## src/rtl/key_debounce_pkg.sv

```systemverilog
// Shared types and helpers for the key debouncer: per-channel FSM state
// and the counter-width calculation used by every channel.
package key_debounce_pkg;

  typedef enum logic [1:0] {
    ST_IDLE,
    ST_PRESS_WAIT,
    ST_HELD,
    ST_RELEASE_WAIT
  } kd_state_e;

  // Bits needed to hold 0..max_count-1; never narrower than one bit.
  function automatic int unsigned kd_cnt_width(input int unsigned max_count);
    return (max_count > 2) ? int'($clog2(max_count)) : 1;
  endfunction

  function automatic int unsigned kd_max(input int unsigned a, input int unsigned b);
    return (a > b) ? a : b;
  endfunction

endpackage

```

## src/rtl/key_debounce_if.sv

```systemverilog
// Key pin / debounced event bundle between the debouncer and its user.
interface key_debounce_if #(
  parameter int unsigned NUM_KEYS = 5
);

  logic [NUM_KEYS-1:0] key_in;
  logic [NUM_KEYS-1:0] key_level;
  logic [NUM_KEYS-1:0] key_press;
  logic [NUM_KEYS-1:0] key_release;

  modport master (
    output key_in,
    input  key_level,
    input  key_press,
    input  key_release
  );

  modport slave (
    input  key_in,
    output key_level,
    output key_press,
    output key_release
  );

endinterface

```

## src/rtl/key_debounce_ch.sv

```systemverilog
// One debounced key channel: 3-flop synchronizer, debounce FSM and counters.
// Auto-repeat in the HELD state is built only with KEY_DEBOUNCE_REPEAT_EN.
module key_debounce_ch
  import key_debounce_pkg::*;
#(
  parameter int unsigned DEBOUNCE_CYCLES = 1_000_000,
  parameter bit          ACTIVE_LOW      = 1'b1
`ifdef KEY_DEBOUNCE_REPEAT_EN
  ,
  parameter int unsigned REPEAT_DELAY    = 25_000_000,
  parameter int unsigned REPEAT_PERIOD   = 5_000_000
`endif
) (
  input  logic clk,
  input  logic rst_n,
  input  logic key_i,
  output logic level_o,
  output logic press_o,
  output logic release_o
);

  localparam int unsigned CW      = kd_cnt_width(DEBOUNCE_CYCLES);
  localparam logic [CW-1:0] DB_LAST = CW'(DEBOUNCE_CYCLES - 1);
  localparam logic        IDLE_LVL = ACTIVE_LOW;

  logic [2:0]    sync_q;
  logic          pressed;
  kd_state_e     state_q;
  logic [CW-1:0] cnt_q;
  logic [CW-1:0] cnt_d;
  logic          level_q;
  logic          press_q;
  logic          release_q;

  // Reset to the released pin level so leaving reset never looks like an edge.
  always_ff @(posedge clk or negedge rst_n) begin
    if (!rst_n) begin
      sync_q <= {3{IDLE_LVL}};
    end else begin
      sync_q <= {sync_q[1:0], key_i};
    end
  end

  assign pressed = sync_q[2] ^ IDLE_LVL;

  always_comb begin
    cnt_d = (&cnt_q) ? cnt_q : cnt_q + CW'(1);
  end

`ifdef KEY_DEBOUNCE_REPEAT_EN
  localparam int unsigned RW      = kd_cnt_width(kd_max(REPEAT_DELAY, REPEAT_PERIOD));
  localparam logic [RW-1:0] RD_LAST = RW'(REPEAT_DELAY - 1);
  localparam logic [RW-1:0] RP_LAST = RW'(REPEAT_PERIOD - 1);

  logic [RW-1:0] rpt_q;
  logic [RW-1:0] rpt_d;
  logic          rpt_first_q;
  logic [RW-1:0] rpt_last;

  always_comb begin
    rpt_d    = (&rpt_q) ? rpt_q : rpt_q + RW'(1);
    rpt_last = rpt_first_q ? RD_LAST : RP_LAST;
  end
`endif

  // The incremented count is compared so the accepting edge is the
  // DEBOUNCE_CYCLES-th consecutive pressed sample, counting the IDLE exit.
  always_ff @(posedge clk or negedge rst_n) begin
    if (!rst_n) begin
      state_q   <= ST_IDLE;
      cnt_q     <= '0;
      level_q   <= 1'b0;
      press_q   <= 1'b0;
      release_q <= 1'b0;
`ifdef KEY_DEBOUNCE_REPEAT_EN
      rpt_q       <= '0;
      rpt_first_q <= 1'b1;
`endif
    end else begin
      press_q   <= 1'b0;
      release_q <= 1'b0;
      unique case (state_q)
        ST_IDLE: begin
          if (pressed) begin
            state_q <= ST_PRESS_WAIT;
            cnt_q   <= '0;
          end
        end
        ST_PRESS_WAIT: begin
          if (!pressed) begin
            state_q <= ST_IDLE;
            cnt_q   <= '0;
          end else if (cnt_d >= DB_LAST) begin
            state_q <= ST_HELD;
            cnt_q   <= '0;
            press_q <= 1'b1;
            level_q <= 1'b1;
`ifdef KEY_DEBOUNCE_REPEAT_EN
            rpt_q       <= '0;
            rpt_first_q <= 1'b1;
`endif
          end else begin
            cnt_q <= cnt_d;
          end
        end
        ST_HELD: begin
          if (!pressed) begin
            state_q <= ST_RELEASE_WAIT;
            cnt_q   <= '0;
          end
`ifdef KEY_DEBOUNCE_REPEAT_EN
          else if (rpt_q >= rpt_last) begin
            press_q     <= 1'b1;
            rpt_q       <= '0;
            rpt_first_q <= 1'b0;
          end else begin
            rpt_q <= rpt_d;
          end
`endif
        end
        ST_RELEASE_WAIT: begin
          if (pressed) begin
            state_q <= ST_HELD;
            cnt_q   <= '0;
`ifdef KEY_DEBOUNCE_REPEAT_EN
            rpt_q       <= '0;
            rpt_first_q <= 1'b1;
`endif
          end else if (cnt_d >= DB_LAST) begin
            state_q   <= ST_IDLE;
            cnt_q     <= '0;
            release_q <= 1'b1;
            level_q   <= 1'b0;
          end else begin
            cnt_q <= cnt_d;
          end
        end
        default: begin
          state_q <= ST_IDLE;
          cnt_q   <= '0;
        end
      endcase
    end
  end

  assign level_o   = level_q;
  assign press_o   = press_q;
  assign release_o = release_q;

endmodule

```

## src/rtl/key_debounce.sv

```systemverilog
// Multi-key debouncer: NUM_KEYS independent key_debounce_ch channels.
// Define KEY_DEBOUNCE_REPEAT_EN to enable auto-repeat press pulses.
module key_debounce
  import key_debounce_pkg::*;
#(
  parameter int unsigned NUM_KEYS        = 5,
  parameter int unsigned DEBOUNCE_CYCLES = 1_000_000,
  parameter bit          ACTIVE_LOW      = 1'b1,
  parameter int unsigned REPEAT_DELAY    = 25_000_000,
  parameter int unsigned REPEAT_PERIOD   = 5_000_000
) (
  input logic           clk,
  input logic           rst_n,
  key_debounce_if.slave kif
);

  if (NUM_KEYS < 1 || NUM_KEYS > 32) begin : g_chk_num_keys
    $error("key_debounce: NUM_KEYS must be 1..32");
  end
  if (DEBOUNCE_CYCLES == 0) begin : g_chk_debounce
    $error("key_debounce: DEBOUNCE_CYCLES must be at least 1");
  end
  if (REPEAT_DELAY == 0 || REPEAT_PERIOD == 0) begin : g_chk_repeat
    $error("key_debounce: REPEAT_DELAY and REPEAT_PERIOD must be at least 1");
  end

  logic [NUM_KEYS-1:0] level;
  logic [NUM_KEYS-1:0] press;
  logic [NUM_KEYS-1:0] release_p;

  for (genvar g = 0; g < int'(NUM_KEYS); g++) begin : g_ch
    key_debounce_ch #(
      .DEBOUNCE_CYCLES (DEBOUNCE_CYCLES),
      .ACTIVE_LOW      (ACTIVE_LOW)
`ifdef KEY_DEBOUNCE_REPEAT_EN
      ,
      .REPEAT_DELAY    (REPEAT_DELAY),
      .REPEAT_PERIOD   (REPEAT_PERIOD)
`endif
    ) u_ch (
      .clk       (clk),
      .rst_n     (rst_n),
      .key_i     (kif.key_in[g]),
      .level_o   (level[g]),
      .press_o   (press[g]),
      .release_o (release_p[g])
    );
  end

  assign kif.key_level   = level;
  assign kif.key_press   = press;
  assign kif.key_release = release_p;

endmodule

```

## src/flat_wrapper.sv

```systemverilog
// flat-port wrapper written by rule: the top's interface ports become plain ports
module key_debounce_flat import key_debounce_pkg::*;
#(
  parameter int unsigned NUM_KEYS        = 5,
  parameter int unsigned DEBOUNCE_CYCLES = 1_000_000,
  parameter bit          ACTIVE_LOW      = 1'b1,
  parameter int unsigned REPEAT_DELAY    = 25_000_000,
  parameter int unsigned REPEAT_PERIOD   = 5_000_000
)
  (clk, rst_n, kif_key_in, kif_key_level, kif_key_press, kif_key_release);
  key_debounce_if #(.NUM_KEYS(NUM_KEYS)) kif_i ();
  input logic clk;
  input logic rst_n;
  input wire logic [$bits(kif_i.key_in)-1:0] kif_key_in;
  output wire logic [$bits(kif_i.key_level)-1:0] kif_key_level;
  output wire logic [$bits(kif_i.key_press)-1:0] kif_key_press;
  output wire logic [$bits(kif_i.key_release)-1:0] kif_key_release;
  assign kif_i.key_in = kif_key_in;
  assign kif_key_level = kif_i.key_level;
  assign kif_key_press = kif_i.key_press;
  assign kif_key_release = kif_i.key_release;
  key_debounce #(.NUM_KEYS(NUM_KEYS), .DEBOUNCE_CYCLES(DEBOUNCE_CYCLES), .ACTIVE_LOW(ACTIVE_LOW), .REPEAT_DELAY(REPEAT_DELAY), .REPEAT_PERIOD(REPEAT_PERIOD)) u_core (.clk(clk), .rst_n(rst_n), .kif(kif_i));
endmodule
```

## config.mk

```make
export PLATFORM = sky130hd
export DESIGN_NAME = key_debounce_flat
export DESIGN_NICKNAME = d
export VERILOG_FILES = /design/src/rtl/key_debounce_pkg.sv /design/src/rtl/key_debounce_if.sv /design/src/rtl/key_debounce_ch.sv /design/src/rtl/key_debounce.sv /design/src/flat_wrapper.sv
export SDC_FILE = /design/constraint.sdc
export NUM_CORES = 1
export LEC_CHECK = 0
export ABC_AREA = 1
export BUFFER_PORTS_ARGS = -buffer_cell sky130_fd_sc_hd__buf_2
export CAP_MARGIN = 5
export CORE_ASPECT_RATIO = 0.9
export CORE_MARGIN = 4
export CORE_UTILIZATION = 58
export DETAILED_ROUTE_END_ITERATION = 10
export GPL_TIMING_DRIVEN = 1
export PLACE_DENSITY = 0.75
export SYNTH_ARGS = -nofsm -noshare
export SYNTH_HDL_FRONTEND = slang
export SYNTH_SLANG_ARGS = --single-unit
```

## constraint.sdc

```tcl
create_clock -name clk -period 5.1 [get_ports clk]
set_input_delay 0.51 -clock clk [delete_from_list [all_inputs] [get_ports clk]]
set_output_delay 0.51 -clock clk [all_outputs]
set_load 0.1 [all_outputs]
```

# Word-level counts from Yosys, hierarchy flattened
# Cells that the tools add are included.
# W data, S select, Z words.
word_totals:
  elab_cells: 245
  register_bits: 140
  rom_bits: 0
  inputBits: 7
  out_inout_bits: 15
  latchBits: 0
  ramBits: 0
  mem_count: 0
op_classes:
  mux: 120
  magnitude_cmp: 5
  multipliers: 0
  n_div: 0
  addsub: 5
  bitwise: 0
  reduce_logical: 30
  shifts: 0
  n_eq_ne: 55
ops:
  columns: ["cell", "n"]
  rows:
  - ["$mux W20", 30]
  - ["$pmux W20 S4", 5]
  - ["$add A20 B1 Y20 const B", 5]
  - ["$ge A20 B20 Y1 const B", 5]
  - ["$reduce_and A20 Y1", 5]
  - ["$mux W2", 30]
  - ["$ne A2 B2 Y1 const B", 30]
  - ["$mux W1", 45]
  - ["$pmux W2 S4", 5]
  - ["$ne A3 B3 Y1 const B", 10]
  - ["$reduce_and A5 Y1", 5]
  - ["$eq A2 B2 Y1 const B", 10]
  - ["$reduce_and A4 Y1", 5]
  - ["$eq A2 B1 Y1 const B", 5]
  - ["$logic_not A2 Y1", 5]
  - ["$pmux W1 S2", 5]
  - ["$reduce_and A2 Y1", 5]
  - ["$reduce_bool A2 Y1", 5]

# Longest topological paths before layout
depth:
  depth_word: 6
  depth_mapped: 18
  mapped_depth_nobuf: 18

# Hierarchy
# From an unflattened synthesis, not the netlist that was laid out.
hier_totals:
  cells_unflattened: 1411
  hier_area_um2: 9846.9
modules_own_cells:
  columns: ["mod", "seq_area_each_um2", "area_per_inst_um2", "n_inst", "cells_per_inst"]
  rows:
  - ["key_debounce_ch (u_core.g_ch[0].u_ch ...)", 704.4, 1933.1, 4, 281]
  - ["key_debounce_ch (u_core.g_ch[4].u_ch)", 704.4, 2114.5, 1, 287]

# Least setup slack after synthesis
# No wires, ideal clock.
synth_timing:
  path_kind: "register to register"
  from: "reg u_core.g_ch[2].u_ch.cnt_q[0]"
  to: "reg u_core.g_ch[2].u_ch.cnt_q[10]"
  period_less_slack_ps: 2121
  arrival_ps: 1988
  n_path_buf: 2
  setup_time_ps: 133
  stages_incl_launch_ff: 14
  slack_ps: 2979
  t_required_ps: 4967
  cell_sequence: "dfrtp_1 > ha_1 > nand3_1 > inv_1 > nand2_1 > inv_1 > nand4_2 > buf_2 > nand3_1 > nor2_1 > nand4_1 > nand2_4 > buf_4 > o22ai_1"
synth_via:
  elab_chain_cells: 6
  word_cells_on_any_way: 8
  cone_classes: "add/sub (1); order compare (1); mux (5); reduce/logical (1)"
synth_rtl:
  columns: ["item", "line_no", "rtl"]
  rows:
  - ["start: declaration", "key_debounce_ch.sv:29", "logic [CW-1:0] cnt_q;"]
  - ["start signal: assignment", "key_debounce_ch.sv:103", "cnt_q <= cnt_d;"]
  - ["start signal: assignment", "key_debounce_ch.sv:135", "cnt_q <= cnt_d;"]
  - ["$add A20 B1 Y20 / $reduce_and A20 Y1 (equally long branches)", "key_debounce_ch.sv:47", "cnt_d = (&cnt_q) ? cnt_q : cnt_q + CW'(1);"]
  - ["$mux W20 *", "key_debounce_ch.sv:47", null]
  - ["$ge A20 B20 Y1", "key_debounce_ch.sv:93, key_debounce_ch.sv:129", null]
  - ["$mux W20 *", "key_debounce_ch.sv:93, key_debounce_ch.sv:129", null]
  - ["$mux W20, on equally long branches", "key_debounce_ch.sv:122, key_debounce_ch.sv:90", null]
  - ["$pmux W20 S4 *", "key_debounce_ch.sv:82", "unique case (state_q)"]
# Mark *: on every way between the ends. The rest lies on a longest branch, timed or not.
# A chain may end at the register's enable or synchronous reset.

# Worst setup path in the final report
layout_timing:
  from: "reg u_core.g_ch[3].u_ch.cnt_q[0]"
  to: "reg u_core.g_ch[3].u_ch.cnt_q[3]"
layout_via:
  elab_chain_cells: 6
  word_cells_on_any_way: 8
  cone_classes: "add/sub (1); order compare (1); mux (5); reduce/logical (1)"
layout_rtl:
  columns: ["item", "line_no"]
  rows:
  - ["start: declaration", "key_debounce_ch.sv:29"]
  - ["start signal: assignment", "key_debounce_ch.sv:103"]
  - ["start signal: assignment", "key_debounce_ch.sv:135"]
  - ["$add A20 B1 Y20 / $reduce_and A20 Y1 (equally long branches)", "key_debounce_ch.sv:47"]
  - ["$mux W20 *", "key_debounce_ch.sv:47"]
  - ["$ge A20 B20 Y1", "key_debounce_ch.sv:93, key_debounce_ch.sv:129"]
  - ["$mux W20 *", "key_debounce_ch.sv:93, key_debounce_ch.sv:129"]
  - ["$mux W20, on equally long branches", "key_debounce_ch.sv:122, key_debounce_ch.sv:90"]
  - ["$pmux W20 S4 *", "key_debounce_ch.sv:82"]
# Marks and branches as above.

==> results by group <==
Timing
  – Final Skew: between 8 and 9 ps
  – Hold Vio Cnt, Final: 0
  – Worst slew pin tran: between 900 and 1000 ps
  – Setup Viol. Count Final: 0
  – Pins Over Slew Limit: 0
  – Fmax: roughly 330 MHz
  – Unrepaired setup endpoints after global routing: no
  – Crit share post-route: 59.5%
  – Slew headroom: between 30% and 40%
  – Setup tns final: 0 ps
  – Post-layout minimum cycle time: around 3000 ps

Floorplanning
  – Core area: 15600 um2
  – Starting Density: a little under 60%
  – Die W: roughly 140 um
  – I/O pin total: 22
  – Die area: between 15000 and 20000 um2
  – Rows: 43
  – Die height: 128 um

Synthesis
  – Most common cell in the synthesized netlist: nand2_1
  – FFs w/ async S/R, synth: between 90% and 100%
  – Yosys top cell by area: dfrtp_1
  – Seq cells post-synth: 140
  – Mapped Nets: roughly 1400
  – Distinct cell type count after synthesis: 42
  – Synth Area per Inst: a little under 7 um2
  – Most area-consuming cells after synthesis: dfrtp_1 34%, nand2_1 21%, nand3_1 7.6%
  – Post-synth EDFFs: 0
  – Synthesized cell area: 9310 um2
  – Post-synth top area share: between 30% and 40%
  – Top cells by count, synth: 517 x nand2_1, 141 x nand3_1, 128 x inv_1
  – Predominant post-synthesis flop cell: dfrtp_1
  – Post-Synthesis Cells: roughly 1400
  – Sequential fraction of the synthesis area: 37.8%
  – YS warnings: 0

Pwr
  – Comb pwr share: a little over a tenth
  – VDD IR max: about 250 uV
  – Leakage: about 5 nW
  – Clock power frac: 43.3%
  – Net switching power: between 0.0008 and 0.0009 W
  – Seq pwr share: approximately 46%
  – Internal power: ~0.0019 W
  – Power density over the cells: roughly 280 nW/um2
  – Sw frac: between 30% and 40%

Layout
  – Inserted Diodes: 0
  – Final Core Density: a little under two thirds
  – Share of post-route cells with drive strength above 1: between 10% and 20%
  – Nets: 1363
  – P&R area growth vs syn: 6.71%

GRT
  – Vias in the first global route: between 7000 and 8000
  – Pin count of the biggest net entering global routing: slightly below 100
  – Initial antenna violation count: 0
  – Grt ovf: 0
  – Gr usage total: approximately a quarter
  – First-pass GRT wire length: 36300 um

Clock network
  – H-tree level count: 4
  – CTS tree: done
  – # hold bufs at CTS: 0
  – Worst skew pair latency: 430 ps
  – Resized Gates After CTS: 0
  – Worst-path clk slew: roughly 70 ps
  – Root Buffer: clkbuf_16
  – Inserted Clock Buffers: 17
  – Longest Clk Path Bufs: 2
  – Post-CTS Setup Inserts: 0
  – # clock sinks: 140

Drt
  – DRT Wirelength: around 21000 um
  – Vias/cell: about 5.4
  – Iteration-0 DRC Markers: 712
  – Post-DR wirelength/cell: between 10 and 15 um
  – Total vias in the final route: 8399
  – Post-route ant nets: 0
  – Drt first pass iters: 5
  – DRC: 0

Critical path
  – Most used cell, CP: nand2_1
  – Worst path bufs/invs: 1
  – Setup crit end kind: flop
  – Top delay family on crit path: simple AND/OR/NAND/NOR gates
  – WP data arrival: ~3400 ps
  – Crit path required time: roughly 5500 ps
  – Max FO, Critical Path: 24
  – Worst path max stage delay: approximately 630 ps
  – Crit start category: flop
  – Setup CP Type: reg2reg
  – Critical path's slowest cell: nor2_2
  – CP Cell Sequence: ha_1 -> nand2_1 -> nor2_2 -> nand2_2 -> nor2_4 -> nand2_2 -> nand2_1 -> nor3_1 -> nand2_1 -> nor2_1 -> nand2_1 -> clkinv_1 -> nor2_2 -> nand3_1 -> nand2_1

Placement
  – Final GP Congestion: roughly 0.94
  – Number of port buffers: 21
  – Dpl hpwl: between 10000 and 15000 um

Hold path
  – Min-delay worst type: in2reg

Status
  – Status: finished clean

Job
  – MaxCap Viol Count: 0
metrics by stage:
stage | cells | hold slack, ps | worst slack, ps | area (um2) | power, W
6_report | 1566 | 174 | 2060 | 9940 | 0.00274
5_1_grt | 1566 | 157 | 1740 | 9940 | 0.00287
3_5_place_dp | 1534 | 347 | 2090 | 9370 | 0.00157
3_3_place_gp | 1534 | 345 | 2220 | 9370 | 0.00156
2_1_floorplan | 1358 | 214 | 2980 | 9310 | 0.00149
4_1_cts | 1566 | 162 | 2060 | 9940 | 0.00276
layout make-up:
cell class | instances | area [um2]
fillers | 1431 | 5670
multi-input cells | 1030 | 4930
flip-flops and latches | 140 | 3520
inverters | 134 | 503
clock buffers | 18 | 439
well taps | 202 | 253
repair buffers | 28 | 164
clock inverters | 14 | 124
worst reg2reg max path, stage by stage, from the launching register on:
cell	delay (ps)
dfrtp_1	480
ha_1	250
nand2_1	80
nor2_2	160
nand2_2	110
nor2_4	140
nand2_2	270
nand2_1	220
nor3_1	80
nand2_1	60
nor2_1	40
nand2_1	70
clkinv_1	70
nor2_2	630
nand3_1	190
nand2_1	100
state kept, by name, summed over array words and instances, names as in the netlist, named ones only:
signal / count
u_core.g_ch.u_ch.release_o: 5
u_core.g_ch.u_ch.press_o: 5
u_core.g_ch.u_ch.sync_q: 15
u_core.g_ch.u_ch.cnt_q: 100
u_core.g_ch.u_ch.level_o: 5
u_core.g_ch.u_ch.state_q: 5
power groups by stage:
stage               logic, W  registers [W]  clock network [W]
global route        0.000344        0.00126            0.00127
detailed placement  0.000304        0.00127                  0
global placement    0.000301        0.00126                  0
floorplan           0.000297        0.00120                  0
finish              0.000302        0.00125            0.00119
CTS                 0.000306        0.00125            0.00121
cells in the final DEF, fill, tap and decap left out, types with 4 or more instances in the layout:
master,instances
nand2_1,517
nand3_1,141
inv_1,128
dfrtp_1,125
nor2_1,112
xor2_1,41
o22ai_1,30
nand4_1,25
o21ai_0,24
nor2_2,22
o21ai_1,21
buf_2,20
clkbuf_16,17
nor3_1,15
dfstp_2,15
nand2_2,12
nand3b_1,12
xnor2_1,8
a21oi_1,8
nand3_2,7
buf_4,7
nor2_4,6
inv_6,6
ha_1,5
nor3_4,4
inv_2,4
logic make-up (layout without fill, tap and decap cells):
family                   after synthesis  count (layout)  synth area share [%]
AND/OR/NAND/NOR                      887             887                  42.3
buffers and inverters                188             194                  9.22
flip-flops                           140             140                  37.8
AO/OA/AOI/OAI                         89              89                  5.39
XOR/XNOR                              49              49                  4.61
adder cells (fa/ha/maj)                5               5                 0.672
path summary, 6_finish.rpt:
kind,startpoint,depth (start not counted),slack (ps),end
max,u_core.g_ch[3].u_ch.cnt_q[0],15,2060,u_core.g_ch[3].u_ch.cnt_q[3]
min,kif_key_in[0],1,170,u_core.g_ch[0].u_ch.sync_q[0]
max reg2reg,u_core.g_ch[3].u_ch.cnt_q[0],15,2060,u_core.g_ch[3].u_ch.cnt_q[3]
min reg2reg,u_core.g_ch[4].u_ch.sync_q[0],0,360,u_core.g_ch[4].u_ch.sync_q[1]
max in group asynchronous,rst_n,2,3820,u_core.g_ch[2].u_ch.sync_q[0]
min in group asynchronous,rst_n,1,190,u_core.g_ch[1].u_ch.cnt_q[18]
per-layer routing:
| metal | wire [um] | track usage (%) | up-vias |
|---|---|---|---|
| li1 | - | - | 4300 |
| met1 | 10000 | 34.0 | 3879 |
| met2 | 9520 | 38.1 | 187 |
| met3 | 946 | 3.62 | 33 |
| met4 | 295 | 7.56 | 0 |
| met5 | 0 | 0 | - |
(Power assumes the default switching activity.)
